`src/rtl/skylark_mem_arbiter.sv`:
```
// Arbitrates the skylark core's fetch and load/store requesters onto one
// single-ported memory, one access at a time, with a fixed read latency.
module skylark_mem_arbiter #(
   parameter int MEM_LATENCY  = 2,
   parameter int STARVE_LIMIT = 4
) (
   input  logic        clk,
   input  logic        reset,
   input  logic        if_req,
   input  logic [31:0] if_addr,
   output logic [31:0] if_rdata,
   output logic        if_done,
   input  logic        d_req,
   input  logic        d_we,
   input  logic [31:0] d_addr,
   input  logic [31:0] d_wdata,
   output logic [31:0] d_rdata,
   output logic        d_done,
   output logic        mem_en,
   output logic        mem_we,
   output logic [31:0] mem_addr,
   output logic [31:0] mem_wdata,
   input  logic [31:0] mem_rdata,
   output logic        stall_f,
   output logic        stall_m,
   output logic        busy
);

   typedef enum logic [1:0] {IDLE, ISSUE, WAIT, DONE} state_t;

   localparam logic [3:0] LIMIT  = 4'(STARVE_LIMIT);
   localparam logic [3:0] LAT_M1 = 4'(MEM_LATENCY - 1);

   state_t     state, state_next;
   logic [3:0] starve_cnt;
   logic [3:0] wait_cnt;
   logic       owner_data;
   logic       grant_fetch;
   logic       grant_data;
   logic       capture;

   always_comb begin
      state_next  = state;
      grant_fetch = 1'b0;
      grant_data  = 1'b0;
      capture     = 1'b0;
      case (state)
         IDLE: begin
            // Data has priority unless fetch has been passed over LIMIT times.
            grant_fetch = if_req && (!d_req || starve_cnt == LIMIT);
            grant_data  = d_req && !grant_fetch;
            if (grant_fetch || grant_data) state_next = ISSUE;
         end
         ISSUE: state_next = WAIT;
         WAIT: begin
            if (wait_cnt == 4'd0) begin
               capture    = 1'b1;
               state_next = DONE;
            end
         end
         DONE:    state_next = IDLE;
         default: state_next = IDLE;
      endcase
   end

   always_ff @(posedge clk) begin
      if (!reset) state <= IDLE;
      else        state <= state_next;
   end

   always_ff @(posedge clk) begin
      if (!reset) begin
         starve_cnt <= 4'd0;
         wait_cnt   <= 4'd0;
         owner_data <= 1'b0;
         mem_we     <= 1'b0;
         mem_addr   <= 32'd0;
         mem_wdata  <= 32'd0;
         if_rdata   <= 32'd0;
         d_rdata    <= 32'd0;
         if_done    <= 1'b0;
         d_done     <= 1'b0;
      end else begin
         if_done <= 1'b0;
         d_done  <= 1'b0;
         if (grant_fetch || grant_data) begin
            owner_data <= grant_data;
            mem_we     <= grant_data && d_we;
            mem_addr   <= grant_data ? d_addr : if_addr;
            mem_wdata  <= d_wdata;
            if (grant_data && if_req) begin
               if (starve_cnt != LIMIT) starve_cnt <= starve_cnt + 4'd1;
            end else begin
               starve_cnt <= 4'd0;
            end
         end
         if (state == ISSUE)                        wait_cnt <= LAT_M1;
         else if (state == WAIT && wait_cnt != 4'd0) wait_cnt <= wait_cnt - 4'd1;
         // Stores complete without touching either read-data register.
         if (capture) begin
            if (owner_data) begin
               d_done <= 1'b1;
               if (!mem_we) d_rdata <= mem_rdata;
            end else begin
               if_done  <= 1'b1;
               if_rdata <= mem_rdata;
            end
         end
      end
   end

   assign mem_en  = (state == ISSUE);
   assign busy    = (state != IDLE);
   assign stall_f = if_req & ~if_done;
   assign stall_m = d_req & ~d_done;

endmodule

```
`config.mk`:
```
export PLATFORM = sky130hd
export DESIGN_NAME = skylark_mem_arbiter
export DESIGN_NICKNAME = d
export VERILOG_FILES = /design/src/rtl/skylark_mem_arbiter.sv
export SDC_FILE = /design/constraint.sdc
export NUM_CORES = 1
export LEC_CHECK = 0
export BUFFER_PORTS_ARGS = -buffer_cell sky130_fd_sc_hd__buf_4
export CAP_MARGIN = 40
export CORE_MARGIN = 2
export CORE_UTILIZATION = 30
export CTS_CLUSTER_SIZE = 14
export DETAILED_ROUTE_END_ITERATION = 8
export PLACE_DENSITY = 0.54
export SLEW_MARGIN = 10
export SYNTH_ARGS = -nofsm -noshare
export SYNTH_HDL_FRONTEND = slang
export SYNTH_SLANG_ARGS = --single-unit
```
`constraint.sdc`:
```
create_clock -name clk -period 1.9 [get_ports clk]
set_clock_uncertainty 0.1 [all_clocks]
set_input_delay 0.095 -clock clk [delete_from_list [all_inputs] [get_ports clk]]
set_output_delay 0.095 -clock clk [all_outputs]
set_load 0.005 [all_outputs]
```
**After elaboration in Yosys (flattened, before gate mapping)**

Cells that the tools add are included.
W data, S select, Z words.

- Flip-flop bits (word level): 142
- Bits of input ports: 133
- Output and inout bits: 135
- Word-level logic and storage cells: 64

- Add/sub/neg operators: 2
- Equality and inequality tests: 8
- Mux-type cells: 14
- Bitwise operators: 7
- Reduce and logical (&&, ||, !) cells: 21

Operators with widths:

| operator | number |
|---|---|
| $mux W32 | 1 |
| $mux W1 | 8 |
| $mux W4 | 2 |
| $pmux W2 S4 | 1 |
| $reduce_and A2 Y1 | 4 |
| $logic_and A1 B1 Y1 | 5 |
| $not A1 Y1 | 5 |
| $add A4 B1 Y4 const B | 1 |
| $eq A2 B2 Y1 const B | 2 |
| $eq A4 B3 Y1 const B | 1 |
| $logic_not A4 Y1 | 1 |
| $mux W2 | 2 |
| $ne A2 B2 Y1 const B | 2 |
| $ne A4 B3 Y1 const B | 1 |
| $reduce_bool A2 Y1 | 2 |
| $reduce_bool A4 Y1 | 1 |
| $sub A4 B1 Y4 const B | 1 |
| $logic_or A1 B1 Y1 | 3 |
| $reduce_and A3 Y1 | 1 |
| $and A1 B1 Y1 | 2 |
| $eq A2 B1 Y1 const B | 1 |
| $logic_not A1 Y1 | 2 |
| $logic_not A2 Y1 | 1 |
| $ne A2 B1 Y1 const B | 1 |
| $reduce_or A2 Y1 | 1 |

**Depth between registers and ports, before layout**

Gate-level depths: netlist (run 1).

- Depth after elaboration: 9
- Depth in mapped cells: 8
- Depth with buffers taken out: 5

**Least setup slack after synthesis (run 1)**

Ideal clock, no wire load.

- Path type: register -> register
- From: register state[0]
- To: register if_done
- Data arrival time: 1451 ps
- Required time: 1685 ps
- Slack: 234 ps
- Stages on the path, launching flop included: 9
- Clock period less this slack: 1666 ps
- Cell sequence: dfxtp_1 > inv_1 > ha_1 > buf_6 > and4bb_4 > nor2b_4 > buf_6 > buf_12 > and2_1

- Cells in the longest elaborated chain, start to end: 3

RTL lines:

| item | line | source |
|---|---|---|
| start: declaration | 34 | `state_t state, state_next;` |
| start signal: assignment | 68 | `else state <= state_next;` |
| $eq A2 B2 Y1 | 47 | `case (state)` |
| $mux W1 | 47 |  |
| $reduce_and A2 Y1 (no source line) | -- |  |
| end signal: assignment | 81 | `if_done <= 1'b0;` |
| end signal: assignment | 84 | `if_done <= 1'b0;` |
| end signal: assignment | 105 | `if_done <= 1'b1;` |
| end: declaration | 12 | `output logic if_done,` |

Every way passes these cells.
A chain may end at the register's enable or synchronous reset.

**Worst setup path in the final report (run 1)**

- From: register starve_cnt[0]
- To: register mem_addr[3]

- Cells in the longest elaborated chain, start to end: 7
- Elaborated cells between the ends (all ways): 9
- Classes of those cells: eq/ne (1); mux (3); reduce/logical (5)

RTL lines:

| item | line | source |
|---|---|---|
| start: declaration | 35 | `logic [3:0] starve_cnt;` |
| start signal: assignment | 92 | `if (starve_cnt != LIMIT) starve_cnt <= starve_cnt + 4'd1;` |
| $eq A4 B3 Y1 * | 50 | `grant_fetch = if_req && (!d_req \|\| starve_cnt == LIMIT);` |
| $logic_or A1 B1 Y1 * | 50 |  |
| $logic_and A1 B1 Y1 * | 50 |  |
| $logic_not A1 Y1 | 51 | `grant_data = d_req && !grant_fetch;` |
| $logic_and A1 B1 Y1 | 51 |  |
| $mux W1 | 47 |  |
| $mux W32 or $logic_or A1 B1 Y1 (tied branches) | 89, 86 |  |
| end signal: assignment | 89 | `mem_addr <= grant_data ? d_addr : if_addr;` |
| end: declaration | 21 | `output logic [31:0] mem_addr,` |

Mark *: on every way between the ends. The rest lies on a longest branch, timed or not.

==> results of run 1 <==
## cell families (layout without fill, tap and decap cells)
| family | Yosys count | count (layout) | share of synthesized area |
|---|---|---|---|
| DFF | 142 | 142 | 0.4916 |
| and+or+nand+nor | 195 | 195 | 0.1432 |
| buffers and inverters | 68 | 455 | 0.06902 |
| adders and majority gates | 6 | 6 | 0.01298 |
| AOI/OAI and AO/OA | 176 | 176 | 0.1692 |
| xor gates and xnor gates | 1 | 1 | 0.001515 |
| muxes | 65 | 65 | 0.1125 |
## worst min-delay path: stages
cell and delay (ns):
buf_4 0.14, o21ai_4 0.11, nand2_1 0.08, a21oi_1 0.05
## cell usage in the layout, fill, tap and decap left out, drive strengths merged
cell         instances
a211oi               2
a21oi               66
a22oi                2
a311oi               1
a31oi               34
a32oi                2
a41o                 1
and2                 2
and3                 2
and4b                2
and4bb               1
buf                284
clkbuf              18
clkinv               3
clkinvlp             2
dfxtp              142
dlygate4sd3        130
ha                   6
inv                 18
mux2i               65
nand2              166
nand2b               1
nand3                3
nand3b               3
nand4b               2
nand4bb              1
nor2                 6
nor2b                3
nor3                 2
o211ai               1
o21a                 1
o21ai               65
o221a                1
or3b                 1
xor2                 1
## power by group through the flow
stage / clock [mW] / combinational (mW) / sequential (mW)
finish: 3.18 / 4.14 / 3.95
global route: 3.42 / 4.57 / 4.03
CTS: 3.30 / 4.14 / 3.95
detailed placement: 0 / 3.92 / 4.00
global placement: 0 / 3.91 / 4.00
floorplan: 0 / 2.11 / 4.02
## routing by layer
layer / vias up / wire length (um) / global-route usage
li1: 2981 / - / -
met1: 2801 / 8129 / 0.2246
met2: 251 / 8881 / 0.2991
met3: 35 / 1465 / 0.05667
met4: 0 / 489 / 0.07921
met5: - / 0 / 0
## worst max-delay path by stage
stage | from | end | depth (start not counted)
floorplan | state[0] | if_done | 8
detailed placement | state[0] | mem_addr[5] | 6
finish | starve_cnt[0] | mem_addr[3] | 6
global route | starve_cnt[0] | mem_addr[3] | 6
global placement | state[0] | mem_addr[6] | 6
CTS | state[1] | mem_addr[2] | 6
## area by class of cell
| class | count | share of cell area |
|---|---|---|
| timing repair buffer | 414 | 0.3587 |
| sequential | 142 | 0.2886 |
| multi-input combinational | 443 | 0.2591 |
| clock buffer | 18 | 0.04458 |
| tap | 260 | 0.03302 |
| clock inverter | 14 | 0.01257 |
| inverter | 9 | 0.003429 |
## state kept, by name (all words and copies together), names as in the netlist
signal      flops
d_rdata        32
mem_we          1
if_rdata       32
owner_data      1
state           2
wait_cnt        4
mem_wdata      32
mem_addr       32
if_done         1
d_done          1
starve_cnt      4
## what timing repair did
| item | in CTS | in global routing |
|---|---|---|
| endpoints found under the setup margin | 0 | 3 |
| hold buffers | 130 | 0 |
| hold endpoints to repair | 129 | 0 |
| resized for setup | 0 | 1 |
## per-stage QoR
| step | utilization | worst slack, ns |
|---|---|---|
| 2_1_floorplan | - | 0.2342 |
| 5_1_grt | 0.5231 | 0.08084 |
| 4_1_cts | 0.5230 | 0.1679 |
| 6_report | 0.5231 | 0.2203 |
| 3_5_place_dp | 0.4240 | 0.1779 |
| 3_3_place_gp | 0.4240 | 0.2340 |
==> metrics.cfg, run 1 <==
[sta]
setup_viol=0
report.final.hold_viol_count=0
finalSetupTns_ns=0
drv_slew=0
relSlewSlack=0.7504
fin_crit_ns=1.680
fmax_mhz=595.3
rsz0062_at_grt=no
tightest_slew_ns=0.3744
finalCritPeriodShare=0.8841
hold_ws_ns=0.02778

[finish]
layout.nets=1166
finalNonFillerCells=1300
ff_latch_area_sq_um=2843
drive_above_1_share=0.3106
diodes=0
fill_cells=1699
multi_input_area_sq_um=2552
finalInstanceArea_sq_um=9851
area.growth.synth_to_final_pct=70.34

[pwr]
intPower_mw=7.443
power.switching_mw=3.831
p_comb_frac=0.367
switching_share=0.3398
p_leak_nw=4.477
clockPowerShare=0.282
peakVddDrop_mv=0.6139
power_mw=11.27
seqPwrFrac=0.351
powerDensity_nw_per_um2=1144

[synthesis]
async_reset_ff_frac=0
yosysTopAreaCellShare=0.4916
yosysMostFrequentCell=nand2_1
synth.area.top_cells=dfxtp_1, mux2i_1, nand2_1
synthFlopType=dfxtp_1
syn_nets=792
synth_top_cell_by_area=dfxtp_1
ys_warn_count=0
synth_edf_count=0
synthesis.area_sq_um=5783
synth_common_cells=nand2_1, dfxtp_1, a21oi_1, mux2i_1, o21ai_0
synth-seq-cells=142
seq_area_frac_synth=0.4916
synthCells=653
synth_cell_types=39
syn_avg_cell_area_sq_um=8.856

[job]
maxCapViolations=0

[detailed_routing]
drt-pass1-iter-count=4
wl_um=18970
drc=0
vias=6068
ant_nets=0
via_per_inst=4.668
drt_iter0_drc=336
wire_per_inst_um=14.59

[place]
io_buffers=267
place_congestion=0.7540
hpwl_um=11930
place_inst=1138
dpl_cell_area_sq_um=7984

[global_route]
grt_overflow=0
track_usage=0.1837
grt_first_pass_wirelength_um=29880
grt_max_degree=89
grt_pass1_vias=5971
antenna_found_initial=0

[critical_path]
crit_buf_inv=2
cp-end-kind=flip-flop
cp_max_fo=32
worstPathRequired_ns=2.10
r2r_end=mem_addr[3]
slowest_stage=dfxtp_1
critical-path-top-delay-family=flip-flops
rrSetupSlack_ns=0.22
rr_startpoint=starve_cnt[0]
criticalPathCategory=reg -> reg
worst_setup_path_start_kind=flip-flop
reg2regPathDepth=6
critical_path.cell_chain=inv_1 > ha_1 > and4b_1 > buf_4 > o21ai_0 > a21oi_1
cp.arrival_ns=1.88
crit_path_max_incr_delay_ns=0.38

[floorplan]
pin_count=268
rows=50
initial_utilization=0.3071
fp.dieH_um=142.8
die_x_um=142.8
fp.coreArea_sq_um=18830
die_area_sq_um=20400

[clocking]
clockBufferDepth=2
cts_tree=built
cts_buffers=17
root_buffer=clkbuf_16
cts-htree-levels=4
cts_setup_buffers=0
clkTransAtPathRegs_ns=0.07
cts_sinks=142
insertion_delay_ns=0.41

[worst_hold_path]
worstHoldStart=if_req
whs_endpoint=starve_cnt[0]
worstHoldPathType=in -> reg
hold_depth=4

[status]
status=finished, final reports clean

No activity file was read; power rests on OpenSTA's default activity.
==> run 2, diff against run 1 <==
Settings changed: ABC_AREA set to 1, ABC_CLOCK_PERIOD_IN_PS set to 2000, PLACE_DENSITY 0.54 to 0.53.
Clock period 1.9 ns to 2 ns, I/O delays scaled along.
==> run 2 against run 1 <==
Effect of this change: routed wire length down 0.33%; count of clock-buffer cells in the layout rose by 1; critical path depth is 4 higher; non-clock buffer count is 4 lower; first-iteration DRC count down 26%; die area grew 6.8%; final cell count grew 22%; sequential share of layout area fell by 1.3 points; via count grew 8.8%; area after synthesis rose by 7.0%; setup slack improved by 0.12 ns; fmax up 1.4%; critical path type unchanged; critical endpoint is now mem_addr[12]; largest cell class unchanged; largest power group unchanged.
==> metrics.cfg, run 2 <==
[detailed_routing]
ant_nets=0  ; unchanged
drc=0  ; unchanged
wl_um=18900  ; -0.33%
wire_per_inst_um=11.88  ; -19%
via_per_inst=4.149  ; -11%
drt_iter0_drc=250  ; -26%
vias=6601  ; +8.8%
drt-pass1-iter-count=4  ; unchanged

[place]
dp_slack_ns=0.3323  ; +0.1544 ns
place_congestion=0.7457  ; -1.1%
hpwl_um=12690  ; +6.4%
io_buffers=267  ; unchanged

[global_route]
grt_overflow=0  ; unchanged
grt_pass1_vias=6297  ; +5.5%
use_met2=0.2842  ; -0.01490
antenna_found_initial=0  ; unchanged
track_usage=0.1725  ; -0.01120
use_met3=0.05802  ; +0.001351
grt.met1_usage=0.2135  ; -0.01115
grt_max_degree=99  ; +11%
busiest_layer=met2
grt_first_pass_wirelength_um=30630  ; +2.5%

[finish]
final_cell_mix=buf_4, nor2_1, nand2_1, dfxtp_1, dlygate4sd3_1
area.growth.synth_to_final_pct=66.93
fill_cells=2000  ; +18%
ff_latch_area_sq_um=2843  ; unchanged
drive_above_1_share=0.2438  ; -0.06682
final_common_cell=buf_4
diodes=0  ; unchanged
layout.nets=1447  ; +24%
multi_input_area_sq_um=2580  ; +1.1%

[synthesis]
synth_cell_types=23  ; -41%
seq_area_frac_synth=0.4595  ; -0.03202
synth.area.top_cells=dfxtp_1, nor2_1, nand2_1
synth_common_cells=nor2_1, nand2_1, dfxtp_1, inv_1, nand3_1
synthesis.area_sq_um=6186  ; +7.0%
synthCells=930  ; +42%
syn_avg_cell_area_sq_um=6.652  ; -25%
synthFlopType=dfxtp_1
synth_top_cell_by_area=dfxtp_1
syn_nets=1069  ; +35%
synth-seq-cells=142  ; unchanged
yosysTopAreaCellShare=0.4595  ; -0.03202
ys_warn_count=0  ; unchanged
async_reset_ff_frac=0  ; unchanged
synth_edf_count=0  ; unchanged
yosysMostFrequentCell=nor2_1

[floorplan]
die_x_um=147.6  ; +3.3%
die_area_sq_um=21780  ; +6.8%
rows=52  ; +4.0%
pin_count=268  ; unchanged
fp.coreArea_sq_um=20230  ; +7.5%
fp.dieH_um=147.6  ; +3.3%
initial_utilization=0.3057  ; -0.001396

[critical_path]
cp.arrival_ns=1.87  ; about the same
cp-end-kind=flip-flop
cp_max_fo=27  ; -16%
worstPathRequired_ns=2.22  ; +0.12 ns
criticalPathCategory=reg -> reg
worst_setup_path_start_kind=flip-flop

[sta]
fmax_mhz=603.4  ; +1.4%
setup_ws_ns=0.3427  ; +0.1225 ns
finalSetupTns_ns=0  ; unchanged
finalCritPeriodShare=0.8286  ; -0.05544
tightest_slew_ns=0.4215  ; +0.04710 ns
report.final.hold_viol_count=0  ; unchanged
hold_ws_ns=0.05989  ; +0.03212 ns
drv_slew=0  ; unchanged
rsz0062_at_grt=no
fin_crit_ns=1.657  ; -0.02247 ns
setup_viol=0  ; unchanged
relSlewSlack=0.7190  ; -0.03140

[status]
status=finished, final reports clean

[pwr]
peakVddDrop_mv=0.8831  ; +44%
power_mw=12.11  ; +7.4%
p_leak_nw=5.399  ; +21%
powerDensity_nw_per_um2=1173  ; +2.5%

[clocking]
cts_buffers=17  ; unchanged
insertion_delay_ns=0.41  ; about the same
clockBufferDepth=2  ; unchanged
root_buffer=clkbuf_16
cts_tree=built
cts-htree-levels=4  ; unchanged
cts_sinks=142  ; unchanged
ctsResizeCount=0  ; unchanged
clkTransAtPathRegs_ns=0.06  ; about the same

[worst_hold_path]
worstHoldPathType=in -> reg

[job]
maxCapViolations=0  ; unchanged

## run 2: changes by cell type in the layout (fill, tap and decap cells not counted), moves of 6 or more
cell	before	now
o21ai_1	6	0
inv_1	9	113
o21ai_0	58	35
a21oi_1	66	6
nor2_1	6	271
a31oi_1	34	0
nand2_1	166	219
nand3_1	3	72
mux2i_1	65	0
## run 2: path summary, 6_finish.rpt
path | from | end | slack (ns) | depth (start not counted)
worst max-delay path | state[0] | mem_addr[12] | 0.34 | 10
worst min-delay path | d_req | starve_cnt[0] | 0.06 | 5
worst max register to register | state[0] | mem_addr[12] | 0.34 | 10
worst min register to register | owner_data | owner_data | 0.38 | 2
## run 2: layout make-up
type / count / area share
Clock buffer: 19 / 0.04289
Clock inverter: 13 / 0.01745
Inverter: 117 / 0.04253
Multi-Input combinational cell: 620 / 0.2498
Sequential cell: 142 / 0.2753
Tap cell: 270 / 0.03272
Timing Repair Buffer: 410 / 0.3393
## run 2: what timing repair did
item,CTS,global route
endpoints found under the hold margin,130,0
buffers inserted,0,0
hold buffers,130,0
## run 2: cell families (layout without fill, tap and decap cells)
logic type,Yosys count,count (layout),share of synthesized area
adder cells (fa/ha/maj),6,6,0.01214
AO/OA/AOI/OAI,43,43,0.03560
buffers and inverters,168,559,0.1242
flip-flops,142,142,0.4595
AND/OR/NAND/NOR,571,571,0.3685
## run 2: critical path, stage by stage, from the launching register on
cell and delay [ns]:
dfxtp_1 0.31, inv_1 0.10, ha_1 0.25, nand2_1 0.09, inv_2 0.17, nand2_2 0.11, buf_12 0.17, nand2_1 0.07
nand3_1 0.08, nand2_1 0.08, inv_1 0.04
## run 2: power by group
group / internal (mW) / leakage, nW / switching (mW)
clock network: 2.03 / 0.299 / 1.31
logic: 2.25 / 3.94 / 2.48
registers: 3.62 / 1.16 / 0.418
total: 7.90 / 5.40 / 4.21
## run 2: stage by stage
stage,utilization,area [sq um],cells
final,0.5103,10330,1591
after global routing,0.5103,10330,1591
after global placement,0.4152,8402,1429
after CTS,0.5103,10330,1591
after floorplan,-,6186,930
after detailed placement,0.4152,8402,1429
## run 2: metal layers
| layer | part of all wire | vias up |
|---|---|---|
| met5 | 0 | - |
| met4 | 0.016 | 0 |
| met3 | 0.078 | 23 |
| met2 | 0.45 | 203 |
| met1 | 0.46 | 2842 |
| li1 | - | 3533 |
==> run 3, diff against run 2 <==
Settings changed: ABC_CLOCK_PERIOD_IN_PS 2000 to 1350, PLACE_DENSITY 0.53 to 0.55.
Clock period 2 ns to 1.35 ns, I/O delays scaled along.
==> run 3 against run 2 <==
Effect of this change: the flow now finishes with violations (setup timing); routed wire length up 29%; die area unchanged; power up 86%; register-to-register slack worse by 0.61 ns; critical path depth down 1; design area up 17%; hold slack better by 0.10 ns.
==> metrics.cfg, run 3 (synthesis gave the netlist of run 2 again) <==
[place]
io_buffers=267  ; unchanged
hpwl_um=13240  ; +4.4%
place_inst=1461  ; +2.2%
place_congestion=0.7571  ; +1.5%

[floorplan]
initial_utilization=0.3057  ; unchanged
rows=52  ; unchanged
fp.dieH_um=147.6  ; unchanged
die_area_sq_um=21780  ; unchanged
fp.coreArea_sq_um=20230  ; unchanged
die_x_um=147.6  ; unchanged
pin_count=268  ; unchanged

[detailed_routing]
wire_per_inst_um=14.74  ; +24%
drt-pass1-iter-count=4  ; unchanged
wl_um=24420  ; +29%
ant_nets=0  ; unchanged
vias=7298  ; +11%
via_per_inst=4.404  ; +6.2%
drt_iter0_drc=293  ; +17%
drc=0  ; unchanged

[finish]
layout.nets=1513  ; +4.6%
final_common_cell=buf_4
final_cell_mix=buf_4, nor2_1, nand2_1, dfxtp_1, dlygate4sd3_1
fill_cells=1770  ; -12%
area.growth.synth_to_final_pct=95.17
drive_above_1_share=0.3857  ; +0.1420
final_util=0.5966  ; +0.08632
diodes=0  ; unchanged
finalNonFillerCells=1657  ; +4.1%

[sta]
setup_viol=134  ; +134
tightest_slew_ns=0.4406  ; +0.01911 ns
drv_slew=0  ; unchanged
rsz0062_at_grt=yes
finalCritPeriodShare=1.198  ; +0.3698
setup_ws_ns=-0.2679  ; -0.6106 ns
fin_crit_ns=1.618  ; -0.03936 ns
relSlewSlack=0.7063  ; -0.01274
fmax_mhz=618.1  ; +2.4%
report.final.hold_viol_count=0  ; unchanged

[clocking]
cts_buffers=17  ; unchanged
root_buffer=clkbuf_16
clockBufferDepth=2  ; unchanged
cts-htree-levels=4  ; unchanged
cts_tree=built
insertion_delay_ns=0.42  ; about the same
clkTransAtPathRegs_ns=0.07  ; about the same
cts_sinks=142  ; unchanged

[critical_path]
crit_buf_inv=4  ; unchanged
cp_common_cell=nor2_1
rrSetupSlack_ns=-0.27  ; -0.61 ns
crit_path_max_incr_delay_ns=0.38  ; +0.07 ns
cp-end-kind=flip-flop
criticalPathCategory=reg -> reg
slowest_stage=dfxtp_4
critical-path-top-delay-family=simple AND/OR/NAND/NOR gates
cp.arrival_ns=1.83  ; -0.04 ns
worstPathRequired_ns=1.57  ; -0.65 ns
worst_setup_path_start_kind=flip-flop
cp_max_fo=10  ; -63%
critical_path.cell_chain=inv_4 > ha_4 > nand2_8 > clkinv_8 > buf_12 > nor2_1 > nor2_1 > nand2_1 > inv_1

[global_route]
grt_pass1_vias=6827  ; +8.4%
use_met3=0.05031  ; -0.007716
track_usage=0.1885  ; +0.01595
grt_max_degree=85  ; -14%
grt_overflow=0  ; unchanged
busiest_layer=met2
grt.met1_usage=0.2247  ; +0.01122
grt_first_pass_wirelength_um=32980  ; +7.7%
antenna_found_initial=0  ; unchanged
use_met2=0.3253  ; +0.04116

[pwr]
switching_share=0.3611  ; +0.01319
power.switching_mw=8.115  ; +93%
clockPowerShare=0.225  ; -0.051
p_leak_nw=6.114  ; +13%
powerDensity_nw_per_um2=1862  ; +59%
seqPwrFrac=0.273  ; -0.060
p_comb_frac=0.502  ; +0.111
intPower_mw=14.36  ; +82%
peakVddDrop_mv=0.9739  ; +10%

[job]
maxCapViolations=0  ; unchanged

[status]
status=complete, but fails checks
failed_checks=setup timing

[worst_hold_path]
worstHoldPathType=in -> reg

==> run 3: cell count changes in the layout (fill, tap and decap cells not counted), moves of 21 or more <==
cell,previous run,this run
nor2_1,271,238
nand2_4,0,21
nor2_2,0,27
nand2_1,219,174
nand3_1,72,31
buf_4,272,297
nand2_2,2,23
nand3_2,2,42
==> run 3: stage by stage <==
step | TNS, ns | hold slack, ns | area, sq um | total power, mW | setup slack (ns)
after detailed placement | -9.513 | 0.2068 | 8758 | 13.51 | -0.1336
after floorplan | -0.7462 | 0.1024 | 6262 | 10.11 | -0.02573
after CTS | -8.702 | 0.08838 | 11090 | 20.19 | -0.1186
after global routing | -20.24 | 0.1707 | 12070 | 23.86 | -0.3363
final | -9.846 | 0.1643 | 12070 | 22.47 | -0.2679
after global placement | -6.949 | 0.2016 | 8758 | 13.46 | -0.1133
==> run 3: routing by layer <==
layer,vias to the layer above,wire [um]
li1,3684,-
met1,3289,9960
met2,274,12100
met3,51,1651
met4,0,708
met5,-,0
==> run 3: path summary, 6_finish.rpt <==
kind / start / endpoint / cells past startpoint
max: state[1] / mem_addr[2] / 9
min: d_req / state[0] / 6
max reg2reg: state[1] / mem_addr[2] / 9
min reg2reg: d_rdata[22] / d_rdata[22] / 2
==> run 3: power groups by stage <==
stage / sequential, mW / clock [mW] / combinational [mW]
5_1_grt: 6.24 / 5.37 / 12.2
3_3_place_gp: 6.04 / 0 / 7.42
3_5_place_dp: 6.06 / 0 / 7.45
6_report: 6.13 / 5.07 / 11.3
4_1_cts: 6.02 / 5.21 / 8.96
2_1_floorplan: 6.12 / 0 / 4.00
==> run 3: worst reg2reg max path: cells and delay by family (launching register included) <==
kind	cells	cell delay, ns
fa+ha+maj	1	0.18
buf+inv	4	0.37
flops	1	0.38
simple gates	4	0.49
==> run 3: final cells by class <==
cell class	count	area, sq um	area share
Inverter	117	469.2	0.03886
Clock buffer	19	442.9	0.03669
Multi-Input combinational cell	620	3281	0.2717
Timing Repair inverter	1	11.26	0.0009327
Clock inverter	13	185.2	0.01534
Tap cell	270	337.8	0.02798
Timing Repair Buffer	475	4493	0.3722
Sequential cell	142	2853	0.2363
==> run 3: repair_timing <==
item                                    CTS  global route
cloned                                    5            18
pin swaps                                 6            23
hold buffers                            131             0
setup buffers                             6             6
resized for setup                        67           152
endpoints found under the setup margin  137           143
endpoints found under the hold margin   134             0
